==> src/rtl/mult_share_arb.sv <==
// ============================================================================
// Module   : mult_share_arb
// Purpose  : Round-robin sharing of one 8x8 fraction multiplier among
//            NUM_REQ requesters, with tag tracking and response routing.
// Options  : MULT_SHARE_ARB_GRANT_CNT_EN adds saturating per-requester
//            grant counters (o_grant_cnt) with clear input i_cnt_clr.
// Revision : 1.0 - initial release
// ============================================================================
`default_nettype none

module mult_share_arb #(
  parameter int NUM_REQ      = 4,
  parameter int MULT_LATENCY = 1,
  parameter int ID_W         = $clog2(NUM_REQ)
) (
  input  logic                 i_clk,
  input  logic                 i_rst,
  input  logic                 i_hold,
  input  logic [NUM_REQ-1:0]   i_req_valid,
  input  logic [NUM_REQ*8-1:0] i_req_a,
  input  logic [NUM_REQ*8-1:0] i_req_b,
  output logic [NUM_REQ-1:0]   o_req_ready,
  output logic [7:0]           o_mult_a,
  output logic [7:0]           o_mult_b,
  input  logic [7:0]           i_mult_product,
  output logic [NUM_REQ-1:0]   o_rsp_valid,
  output logic [ID_W-1:0]      o_rsp_id,
  output logic [7:0]           o_rsp_product
`ifdef MULT_SHARE_ARB_GRANT_CNT_EN
  ,
  input  logic                 i_cnt_clr,
  output logic [NUM_REQ*16-1:0] o_grant_cnt
`endif
);

  localparam logic [ID_W-1:0] c_LAST_ID = ID_W'(NUM_REQ - 1);

  logic [ID_W-1:0]         r_rr_ptr;
  logic [MULT_LATENCY-1:0] r_tag_vld;
  logic [ID_W-1:0]         r_tag_id [MULT_LATENCY];

  logic            w_found;
  logic            w_grant;
  logic [ID_W-1:0] w_win;
  logic            w_rsp_vld;
  logic [ID_W-1:0] w_rsp_id;

  // Scan offsets 0..NUM_REQ-1 from the pointer; the first valid requester wins.
  always_comb begin
    w_found = 1'b0;
    w_win   = '0;
    for (int i = 0; i < NUM_REQ; i++) begin
      for (int k = 0; k < NUM_REQ; k++) begin
        if (!w_found && (k == (int'(r_rr_ptr) + i) % NUM_REQ) && i_req_valid[k]) begin
          w_found = 1'b1;
          w_win   = ID_W'(k);
        end
      end
    end
  end

  assign w_grant = w_found && !i_hold && !i_rst;

  always_comb begin
    o_req_ready = '0;
    o_mult_a    = 8'h00;
    o_mult_b    = 8'h00;
    for (int k = 0; k < NUM_REQ; k++) begin
      if (w_grant && (w_win == ID_W'(k))) begin
        o_req_ready[k] = 1'b1;
        o_mult_a       = i_req_a[k*8 +: 8];
        o_mult_b       = i_req_b[k*8 +: 8];
      end
    end
  end

  always_ff @(posedge i_clk) begin
    if (i_rst) begin
      r_rr_ptr  <= '0;
      r_tag_vld <= '0;
      for (int s = 0; s < MULT_LATENCY; s++) begin
        r_tag_id[s] <= '0;
      end
    end else begin
      r_tag_vld[0] <= w_grant;
      r_tag_id[0]  <= w_win;
      for (int s = 1; s < MULT_LATENCY; s++) begin
        r_tag_vld[s] <= r_tag_vld[s-1];
        r_tag_id[s]  <= r_tag_id[s-1];
      end
      if (w_grant) begin
        r_rr_ptr <= (w_win == c_LAST_ID) ? '0 : w_win + ID_W'(1);
      end
    end
  end

  // Outputs are forced idle during reset so a tag due in that cycle is dropped.
  assign w_rsp_vld = r_tag_vld[MULT_LATENCY-1] && !i_rst;
  assign w_rsp_id  = r_tag_id[MULT_LATENCY-1];

  always_comb begin
    o_rsp_valid   = '0;
    o_rsp_id      = '0;
    o_rsp_product = 8'h00;
    if (w_rsp_vld) begin
      o_rsp_id      = w_rsp_id;
      o_rsp_product = i_mult_product;
      for (int k = 0; k < NUM_REQ; k++) begin
        o_rsp_valid[k] = (w_rsp_id == ID_W'(k));
      end
    end
  end

`ifdef MULT_SHARE_ARB_GRANT_CNT_EN
  for (genvar k = 0; k < NUM_REQ; k++) begin : g_cnt
    logic [15:0] r_cnt;
    always_ff @(posedge i_clk) begin
      if (i_rst || i_cnt_clr) begin
        r_cnt <= 16'h0000;
      end else if (o_req_ready[k] && (r_cnt != 16'hFFFF)) begin
        r_cnt <= r_cnt + 16'h0001;
      end
    end
    assign o_grant_cnt[k*16 +: 16] = r_cnt;
  end
`else
  // Grant counters are not built in this configuration.
`endif

endmodule

`default_nettype wire
==> config.mk <==
export PLATFORM = sky130hd
export DESIGN_NAME = mult_share_arb
export DESIGN_NICKNAME = d
export VERILOG_FILES = /design/src/rtl/mult_share_arb.sv
export SDC_FILE = /design/constraint.sdc
export NUM_CORES = 1
export LEC_CHECK = 0
export ABC_AREA = 1
export BUFFER_PORTS_ARGS = -buffer_cell sky130_fd_sc_hd__buf_2
export CAP_MARGIN = 20
export CORE_ASPECT_RATIO = 1.25
export CORE_UTILIZATION = 35
export CTS_CLUSTER_DIAMETER = 60
export CTS_CLUSTER_SIZE = 12
export DETAILED_ROUTE_END_ITERATION = 12
export GPL_TIMING_DRIVEN = 0
export PLACE_DENSITY = 0.71
export SLEW_MARGIN = 0
export SYNTH_ARGS = -nofsm -noshare
export SYNTH_HDL_FRONTEND = slang
export SYNTH_SLANG_ARGS = --single-unit
==> constraint.sdc <==
create_clock -name i_clk -period 5.4 [get_ports i_clk]
set_input_delay 0.27 -clock i_clk [delete_from_list [all_inputs] [get_ports i_clk]]
set_output_delay 0.27 -clock i_clk [all_outputs]
set_load 0.02 [all_outputs]
==> results of run 1 <==
==> logic make-up (layout without fill, tap and decap cells) <==
group	count (synthesis)	in the layout	share of synthesized area [%]
compound gates	6	6	2.30
fa+ha+maj	4	4	3.17
buf+inv	98	214	24.7
flops	5	5	6.35
simple gates	205	205	63.5
==> flip-flops by register name, indices dropped and copies added, names as in the netlist <==
register and cells:
r_rr_ptr 2, r_tag_id 2, r_tag_vld 1
==> cell usage in the layout (no fill, tap or decap), types with 2 or more instances in the layout <==
master and n:
clkinv_1 8, a21oi_1 2, nand3_2 2, nand4_1 52, nor3_1 4, nor2_1 40
nand2_2 3, buf_2 114, buf_6 2, dfxtp_1 5, clkbuf_8 3, ha_1 4
buf_1 2, nand2_1 76, inv_2 3, clkbuf_1 16, nand3_1 24, inv_1 65
o21ai_0 2
==> cell usage after synthesis (3+ instances only) <==
| cell | number | share of area [%] |
|---|---|---|
| nand3_1 | 24 | 7.6 |
| inv_2 | 3 | 0.71 |
| nand4_1 | 52 | 21 |
| clkbuf_1 | 15 | 3.6 |
| nand2_2 | 3 | 1.2 |
| clkinv_1 | 8 | 1.9 |
| nor2_1 | 40 | 9.5 |
| inv_1 | 65 | 15 |
| ha_1 | 4 | 3.2 |
| dfxtp_1 | 5 | 6.3 |
| nand2_1 | 76 | 18 |
| nor3_1 | 4 | 1.3 |
==> metrics by stage <==
step                worst slack, ns  instance area [µm²]
global route                   1.38                 2250
floorplan                      2.48                 1580
detailed placement             1.98                 2210
global placement               2.03                 2210
CTS                            1.74                 2250
finish                         1.73                 2250
==> metal layers <==
metal	wire [µm]	up-vias
met5	0	-
met4	37	0
met3	322	6
met2	2660	93
met1	2000	1005
li1	-	1238
==> power by group through the flow <==
stage	Combinational (µW)	Sequential, µW	Clock [µW]
after global placement	241	44.9	0
after CTS	245	44.4	68.7
after global routing	276	44.9	72.7
after floorplan	163	44.3	0
after detailed placement	243	45.0	0
final	243	44.5	67.3
==> worst max-delay path, delay by kind of cell (launching register included) <==
family	cells	cell delay, ns
and+or+nand+nor	13	1.47
adders and majority gates	1	0.16
buffers and inverters	7	1.12
DFF	1	0.42
==> worst paths after layout <==
kind | startpoint | end | slack (ns) | cells after the start
worst min register to register | r_rr_ptr[1] | r_rr_ptr[1] | 0.57 | 2
worst max-delay path | r_rr_ptr[1] | o_mult_a[0] | 1.73 | 21
worst min-delay path | i_rst | r_tag_id[0][1] | 0.26 | 2
worst max register to register | r_rr_ptr[1] | r_rr_ptr[1] | 3.04 | 15
==> final cells by class <==
| cell class | instances | area, µm² |
|---|---|---|
| sequential | 5 | 100 |
| timing repair buffer | 112 | 561 |
| multi-input combinational | 215 | 1090 |
| fill | 464 | 1940 |
| clock buffer | 4 | 45.0 |
| inverter | 76 | 285 |
| buffer | 22 | 104 |
| tap | 56 | 70.1 |
==> key figures, run 1 <==
Status
  – Status: completed

Worst setup path
  – Largest stage delay on the critical path: 0.42 ns
  – CP max-delay cell: dfxtp_1
  – Worst Path Required: about 5.1 ns
  – Most frequent CP cell: nand2_1
  – Crit path cell chain: inv_2 -> nand2_2 -> inv_2 -> nand2_2 -> nand4_2 -> nor3_4 -> nand4_1 -> nor2_4 -> nand3_1 -> nor2_1 -> inv_1 -> nand3_1 -> ha_1 -> buf_1 -> buf_1 -> nand4_1 -> nand2_1 -> clkinv_1 -> nand2_1 -> nand2_1 -> buf_2
  – Critical path startpoint category: register
  – WP data arrival: 3.40 ns
  – Critical path capture point type: output pin
  – Crit Path Max Fanout: 10
  – Kind of critical path: reg -> out

Synthesis
  – Mapped Area: 1580 µm²
  – Syn Area/Cell: 4.96 µm²
  – Yosys reg bits: 5
  – Ys Warns: 0
  – Post-synth EDFFs: 0
  – Mapped Cells: approximately 320
  – Post-synthesis cell type count: 25
  – Syn_nets: approximately 400
  – Main synth FF type: dfxtp_1
  – FFs w/ async S/R, synth: 0%
  – Sequential element share of the synthesized area: 6.35%

Global route
  – Routing usage on met3: 1.01%
  – Largest net degree at the start of global routing: 11
  – Grt met1 use: 22.3%
  – Met2 GRT Util: between 40 and 50%
  – GR Util All Layers: a little over a fifth
  – Total gr overflow: 0
  – Vias in the first global route: between 2000 and 2500
  – GRT busiest layer: met2
  – Global-route wire length before repair: between 8000 and 9000 µm
  – Initial antenna violation count: 0

Placement
  – GPL Wtd Cong: 0.805
  – DP HPWL: 4300 µm
  – Dpl cells: 486
  – I/O Buffers: 112

Floorplan
  – Die area: roughly 4800 µm²
  – Die Wd: around 62 µm
  – I/O pin cnt: 113
  – Starting Density: 37.6%
  – Core area: 4200 µm²
  – Die Y: 77.0 µm
  – Row cnt: 26

Clocking
  – CTS HTree Levels: 1
  – # resized after CTS: 0
  – Total clock sinks: 5
  – Hold buffers post-CTS: 0
  – Post-CTS Setup Bufs: 0
  – CTS clk-pin slew, worst paths: 0.03 ns
  – Cts bufs inserted: 3
  – Worst skew pair latency: 0.22 ns
  – Clk buf depth: 2
  – Clock root cell: clkbuf_8
  – CTS tree: yes

Final layout
  – Area Overhead vs Synth: 42.9%
  – N_diodes: 0
  – Ratio of cells with drive above 1 in the final layout: 30.4%
  – Nets: 518
  – Fin util: 53.7%
  – Non-Filler Instances: 490

Routing
  – Vias per cell: 4.78
  – Antenna Nets Post-Route: 0
  – Via count: 2342
  – DR iter-0 viols: 101
  – WL final: 5030 µm
  – Drt first pass iters: 4
  – Drt wl/cell: 10.3 µm
  – DRC violations left: 0

Power and ir drop
  – Worst vdd ir: about 0.069 mV
  – Clock power share: 19.0%
  – Int Power: approximately 180 µW
  – Switching part of the total: 50.2%
  – Register share of total power: 12.5%
  – P_sw: 178 µW
  – Leak Pwr: about 0.0015 µW
  – Pwr Total: about 360 µW
  – Gate power share: roughly 69%
  – Pwr Density: 158 nW/µm²

Timing
  – Final period util: between 60 and 70%
  – Shortest period the worst path allows: 3.67 ns
  – Setup TNS: 0 ns
  – Fmax: around 0.27 GHz
  – Worst slew pin tran: between 0.4 and 0.5 ns
  – RSZ-0062 raised after global routing: false
  – Hold slack: ~0.26 ns
  – Final hold vios: 0
  – Max Slew Vio Count: 0
  – Skew final: 0.00178 ns
  – Worst relative slew slack: ~70%
  – Final Setup Violations: 0

Min path
  – Path type of the worst min-delay path: in -> reg

Run
  – Max cap viols: 0
Power figures use the tool's default switching activity.
==> inputs of run 2 (changes only) <==
--- a/config.mk
+++ b/config.mk
@@ -14,7 +14,7 @@
 export CTS_CLUSTER_SIZE = 12
 export DETAILED_ROUTE_END_ITERATION = 12
 export GPL_TIMING_DRIVEN = 0
-export PLACE_DENSITY = 0.71
+export PLACE_DENSITY = 0.74
 export SLEW_MARGIN = 0
 export SYNTH_ARGS = -nofsm -noshare
 export SYNTH_HDL_FRONTEND = slang
==> constraint.sdc (replaced) <==
create_clock -name i_clk -period 3.1 [get_ports i_clk]
set_input_delay 0.155 -clock i_clk [delete_from_list [all_inputs] [get_ports i_clk]]
set_output_delay 0.155 -clock i_clk [all_outputs]
set_load 0.02 [all_outputs]
==> key figures, run 2 (synthesis results as in run 1) <==
Timing
  – Final Setup Violations: 0 (unchanged)
  – Max Slew Vio Count: 0 (unchanged)
  – Shortest period the worst path allows: 3.00 ns
  – Final hold vios: 0 (unchanged)
  – Skew final: 0.00226 ns (was 0.00178 ns)
  – Fmax: 0.333 GHz
  – Worst slew pin tran: 0.546 ns (was 0.447 ns)
  – Final setup margin: 0.100 ns (was 1.73 ns)
  – RSZ-0062 raised after global routing: true (was false)
  – Final period util: about 97%
  – Worst relative slew slack: 63.5% (was 70.2%)

Power and ir drop
  – Pwr Total: 773 µW (was 355 µW)
  – Worst vdd ir: 0.119 mV (was 0.0694 mV)
  – Pwr Density: 299 nW/µm² (was 158 nW/µm²)
  – Leak Pwr: 0.00160 µW (was 0.00148 µW)

Floorplan
  – Die area: 4780 µm² (unchanged)
  – I/O pin cnt: 113 (unchanged)
  – Starting Density: 37.6% (unchanged)
  – Core area: 4200 µm² (unchanged)
  – Die Wd: 62.0 µm (unchanged)
  – Row cnt: 26 (unchanged)
  – Die Y: 77.0 µm (unchanged)

Placement
  – DP HPWL: 4250 µm (was 4300 µm)
  – I/O Buffers: 112 (unchanged)
  – GPL Wtd Cong: 0.836 (was 0.805)
  – Worst slack, placed: -0.208 ns (was 1.98 ns)

Worst setup path
  – R2R setup slack: 0.89 ns (was 3.04 ns)
  – Worst Path Required: 2.94 ns (was 5.13 ns)
  – Critical path capture point type: output pin (unchanged)
  – Most frequent CP cell: nand4_1 (was nand2_1)
  – Family with the most delay on the worst path: simple AND/OR/NAND/NOR gates (unchanged)
  – Crit path cell chain: inv_4 -> nand2_4 -> inv_2 -> nand2_2 -> nand4_4 -> nor3_4 -> nand4_1 -> nor2_4 -> buf_4 -> nand4_1 -> nand3_4 -> inv_4 -> ha_4 -> buf_6 -> nor2_1 -> nand4_1 -> nand3_1 -> nand2_1 -> nand2_1 -> buf_2 (was inv_2 -> nand2_2 -> inv_2 -> nand2_2 -> nand4_2 -> nor3_4 -> nand4_1 -> nor2_4 -> nand3_1 -> nor2_1 -> inv_1 -> nand3_1 -> ha_1 -> buf_1 -> buf_1 -> nand4_1 -> nand2_1 -> clkinv_1 -> nand2_1 -> nand2_1 -> buf_2)
  – Worst path bufs/invs: 6 (was 7)
  – WP data arrival: 2.84 ns (was 3.40 ns)
  – CP max-delay cell: dfxtp_4 (was dfxtp_1)
  – Kind of critical path: reg -> out (unchanged)
  – Largest stage delay on the critical path: 0.38 ns (was 0.42 ns)
  – Crit Path Max Fanout: 10 (unchanged)
  – Critical path startpoint category: register (unchanged)

Global route
  – Routing usage on met3: 1.52% (was 1.01%)
  – Met2 GRT Util: 43.0% (was 41.0%)
  – Initial antenna violation count: 0 (unchanged)
  – GRT busiest layer: met2 (unchanged)
  – Total gr overflow: 0 (unchanged)
  – Largest net degree at the start of global routing: 18 (was 11)
  – Grt met1 use: 25.0% (was 22.3%)
  – GR Util All Layers: 23.1% (was 20.9%)
  – Vias in the first global route: 2135 (was 2139)
  – Global-route wire length before repair: 8720 µm (was 8060 µm)

Routing
  – Via count: 2415 (was 2342)
  – Drt wl/cell: 11.3 µm (was 10.3 µm)
  – Vias per cell: 4.83 (was 4.78)
  – Drt first pass iters: 4 (unchanged)
  – WL final: 5660 µm (was 5030 µm)
  – DRC violations left: 0 (unchanged)
  – DR iter-0 viols: 95 (was 101)
  – Antenna Nets Post-Route: 0 (unchanged)

Final layout
  – Nets: 528 (was 518)
  – Area Overhead vs Synth: 63.8% (was 42.9%)
  – Fin util: 61.5% (was 53.7%)
  – N_diodes: 0 (unchanged)
  – Ratio of cells with drive above 1 in the final layout: 39.6% (was 30.4%)
  – Largest regs: r_rr_ptr x2, r_tag_id x2, r_tag_vld x1 (unchanged)
  – Most common cell after layout, fill and taps aside: buf_2 (unchanged)
  – Area of the multi-input gates: 1210 µm² (was 1090 µm²)
  – Fillers: 414 (was 464)
  – Area occupied by registers: 108 µm² (was 100 µm²)
  – Most frequent cells in the layout: buf_2, nand2_1, inv_1 (unchanged)

Clocking
  – Worst skew pair latency: 0.23 ns (was 0.22 ns)
  – Clk buf depth: 2 (unchanged)
  – Clock root cell: clkbuf_8 (unchanged)
  – Hold buffers post-CTS: 0 (unchanged)
  – CTS tree: yes (unchanged)
  – Cts bufs inserted: 3 (unchanged)
  – CTS HTree Levels: 1 (unchanged)
  – Total clock sinks: 5 (unchanged)
  – CTS clk-pin slew, worst paths: 0.04 ns (was 0.03 ns)

Run
  – Max cap viols: 0 (unchanged)

Min path
  – Path type of the worst min-delay path: in -> reg (unchanged)

Status
  – Status: completed (unchanged)
run 2: timing repair:
action / in CTS / in global routing
setup buffers: 6 / 6
gates cloned: 0 / 2
resized for setup: 27 / 48
setup endpoints to repair: 20 / 20
pin swaps: 6 / 19
run 2: final timing paths:
| path | cells past startpoint | startpoint | endpoint |
|---|---|---|---|
| setup / recovery | 20 | r_rr_ptr[1] | o_mult_a[0] |
| hold / removal | 2 | i_rst | r_tag_id[0][1] |
| setup reg to reg | 15 | r_rr_ptr[1] | r_rr_ptr[1] |
| hold reg to reg | 2 | r_rr_ptr[0] | r_rr_ptr[0] |
run 2: per-stage QoR:
| stage | area, µm² | setup TNS [ns] | std cells | hold WS [ns] |
|---|---|---|---|---|
| final | 2580 | 0 | 500 | 0.139 |
| after global routing | 2580 | -0.188 | 500 | 0.138 |
| after CTS | 2360 | -0.0293 | 492 | 0.145 |
| after detailed placement | 2210 | -2.50 | 486 | 0.380 |
| after global placement | 2210 | -1.58 | 486 | 0.375 |
| after floorplan | 1580 | 0 | 318 | 0.227 |
run 2: power by group:
group          internal [µW]  switching [µW]
sequential              71.4            7.38
combinational            248             321
clock                   88.6            35.9
run 2: area by class of cell:
class,count,share of cell area (%)
inverters,76,11.4
clock buffers,4,1.74
well taps,56,2.71
repair buffers,126,28.1
flip-flops and latches,5,4.17
multi-input cells,215,46.9
plain buffers,18,4.94
run 2: worst reg2reg max path: cells and delay by family (launching register included):
kind | cells | cell delay [ns]
AND/OR/NAND/NOR | 8 | 0.99
flip-flops | 1 | 0.38
buffers and inverters | 4 | 0.36
adder cells (fa/ha/maj) | 1 | 0.18
AO/OA/AOI/OAI | 2 | 0.20
run 2: routing by layer:
layer,vias up,part of all wire (%)
met5,-,0
li1,1261,-
met3,10,6.1
met1,1024,38
met2,120,54
met4,0,1.8
==> inputs of run 3 (changes only) <==
--- a/config.mk
+++ b/config.mk
@@ -14,7 +14,7 @@
 export CTS_CLUSTER_SIZE = 12
 export DETAILED_ROUTE_END_ITERATION = 12
 export GPL_TIMING_DRIVEN = 0
-export PLACE_DENSITY = 0.74
+export PLACE_DENSITY_LB_ADDON = 0.12
 export SLEW_MARGIN = 0
 export SYNTH_ARGS = -nofsm -noshare
 export SYNTH_HDL_FRONTEND = slang
==> key figures, run 3 (synthesis results as in run 1) <==
Floorplan
  – Die Wd: 62.0 µm (unchanged)
  – Row cnt: 26 (unchanged)
  – Die area: 4780 µm² (unchanged)
  – Core area: 4200 µm² (unchanged)
  – I/O pin cnt: 113 (unchanged)
  – Die Y: 77.0 µm (unchanged)
  – Starting Density: 37.6% (unchanged)

Routing
  – Drt wl/cell: 10.5 µm (was 11.3 µm)
  – Drt first pass iters: 4 (unchanged)
  – DR iter-0 viols: 66 (was 95)
  – DRC violations left: 0 (unchanged)
  – Via count: 2341 (was 2415)
  – Antenna Nets Post-Route: 0 (unchanged)
  – Vias per cell: 4.74 (was 4.83)
  – WL final: 5190 µm (was 5660 µm)

Global route
  – GR Util All Layers: 20.5% (was 23.1%)
  – Global-route wire length before repair: 7800 µm (was 8720 µm)
  – Largest net degree at the start of global routing: 18 (unchanged)
  – Total gr overflow: 0 (unchanged)
  – Initial antenna violation count: 0 (unchanged)
  – Vias in the first global route: 2002 (was 2135)

Timing
  – Final hold vios: 0 (unchanged)
  – Final Setup Violations: 0 (unchanged)
  – Skew final: 0.00140 ns (was 0.00226 ns)
  – Final period util: 95.0% (was 96.8%)
  – RSZ-0062 raised after global routing: true (unchanged)
  – Shortest period the worst path allows: 2.94 ns (was 3.00 ns)
  – Worst slew pin tran: 0.632 ns (was 0.546 ns)
  – Fmax: 0.340 GHz (was 0.333 GHz)
  – Worst relative slew slack: 57.7% (was 63.5%)
  – Final setup margin: 0.156 ns (was 0.100 ns)
  – Hold slack: 0.140 ns (was 0.139 ns)
  – Max Slew Vio Count: 0 (unchanged)

Worst setup path
  – Largest stage delay on the critical path: 0.38 ns (about the same)
  – Crit path cell chain: inv_4 -> nand2_4 -> inv_2 -> nand2_2 -> nand4_4 -> nor3_4 -> nand4_1 -> nor2_4 -> nand3_2 -> nor2_4 -> inv_2 -> nand3_4 -> inv_4 -> ha_4 -> clkbuf_16 -> nor2_2 -> nand4_1 -> nand3_1 -> nand2_1 -> nand2_1 -> buf_6 (was inv_4 -> nand2_4 -> inv_2 -> nand2_2 -> nand4_4 -> nor3_4 -> nand4_1 -> nor2_4 -> buf_4 -> nand4_1 -> nand3_4 -> inv_4 -> ha_4 -> buf_6 -> nor2_1 -> nand4_1 -> nand3_1 -> nand2_1 -> nand2_1 -> buf_2)
  – Critical path capture point type: output pin (unchanged)
  – Kind of critical path: reg -> out (unchanged)
  – CP max-delay cell: dfxtp_4 (unchanged)
  – Critical path startpoint category: register (unchanged)
  – WP data arrival: 2.79 ns (was 2.84 ns)
  – Crit Path Max Fanout: 7 (was 10)
  – Worst Path Required: 2.94 ns (about the same)

Final layout
  – Largest regs: r_rr_ptr x2, r_tag_id x2, r_tag_vld x1 (unchanged)
  – Area Overhead vs Synth: 63.3% (was 63.8%)
  – Ratio of cells with drive above 1 in the final layout: 39.5% (was 39.6%)
  – Most frequent cells in the layout: buf_2, nand2_1, inv_1 (unchanged)
  – N_diodes: 0 (unchanged)
  – Most common cell after layout, fill and taps aside: buf_2 (unchanged)
  – Nets: 522 (was 528)

Clocking
  – Clk buf depth: 2 (unchanged)
  – CTS tree: yes (unchanged)
  – Clock root cell: clkbuf_8 (unchanged)
  – Worst skew pair latency: 0.22 ns (was 0.23 ns)
  – Cts bufs inserted: 3 (unchanged)
  – Total clock sinks: 5 (unchanged)
  – CTS HTree Levels: 1 (unchanged)
  – Hold buffers post-CTS: 0 (unchanged)
  – CTS clk-pin slew, worst paths: 0.03 ns (was 0.04 ns)

Placement
  – GPL Wtd Cong: 0.823 (was 0.836)
  – I/O Buffers: 112 (unchanged)
  – DP HPWL: 3990 µm (was 4250 µm)
  – Worst slack, placed: -0.189 ns (was -0.208 ns)

Min path
  – Path type of the worst min-delay path: in -> reg (unchanged)

Power and ir drop
  – Leak Pwr: 0.00158 µW (was 0.00160 µW)
  – Pwr Density: 299 nW/µm² (about the same)
  – Worst vdd ir: 0.160 mV (was 0.119 mV)

Status
  – Status: completed (unchanged)

Run
  – Max cap viols: 0 (unchanged)
run 3: final cells by class:
class                      instances  area, µm²
multi-input combinational        215       1230
tap                               56       70.1
buffer                            18        134
fill                             435       1620
inverter                          76        295
clock buffer                       4       45.0
sequential                         5        108
timing repair buffer             120        696
run 3: stage by stage:
| stage | cell area, µm² | util [%] | cells | power (µW) | setup TNS [ns] |
|---|---|---|---|---|---|
| after CTS | 2320 | 55.3 | 489 | 663 | 0 |
| final | 2570 | 61.3 | 494 | 768 | 0 |
| after global placement | 2210 | 52.6 | 486 | 499 | -1.72 |
| after floorplan | 1580 | - | 318 | 361 | 0 |
| after global routing | 2570 | 61.3 | 494 | 831 | -0.365 |
| after detailed placement | 2210 | 52.6 | 486 | 500 | -2.60 |
run 3: routing by layer:
| layer | vias to the layer above | GRT usage, % | share of wire (%) |
|---|---|---|---|
| met2 | 86 | 37.2 | 51 |
| met1 | 986 | 23.6 | 42 |
| li1 | 1257 | - | - |
| met4 | 0 | 7.78 | 2.3 |
| met3 | 12 | 0.843 | 5.0 |
| met5 | - | 0 | 0 |
run 3: path summary, 6_finish.rpt:
check                    from        endpoint  slack [ns]  cells past startpoint
setup / recovery  r_rr_ptr[1]     o_mult_a[1]        0.16                     21
hold / removal          i_rst  r_tag_id[0][1]        0.14                      2
setup reg to reg  r_rr_ptr[1]     r_rr_ptr[1]        0.92                     15
hold reg to reg   r_rr_ptr[0]     r_rr_ptr[0]        0.52                      2
run 3: critical path, delay by kind of cell, from the launching register on:
family                   cells  cell delay, ns
adder cells (fa/ha/maj)      1            0.19
buffers and inverters        6            0.49
flip-flops                   1            0.38
AND/OR/NAND/NOR             14            1.51
run 3: what timing repair did:
action,in CTS,in global routing
setup buffers,3,4
cloned,0,1
resized for setup,20,63
pin swaps,4,34
hold endpoints to repair,0,0
endpoints found under the setup margin,20,20
run 3: report_power, final:
group          switching, µW  internal [µW]  total, µW
logic                    319            251        570
clock network           31.1           88.2        119
registers               7.82           71.4       79.3
total                    358            410        768
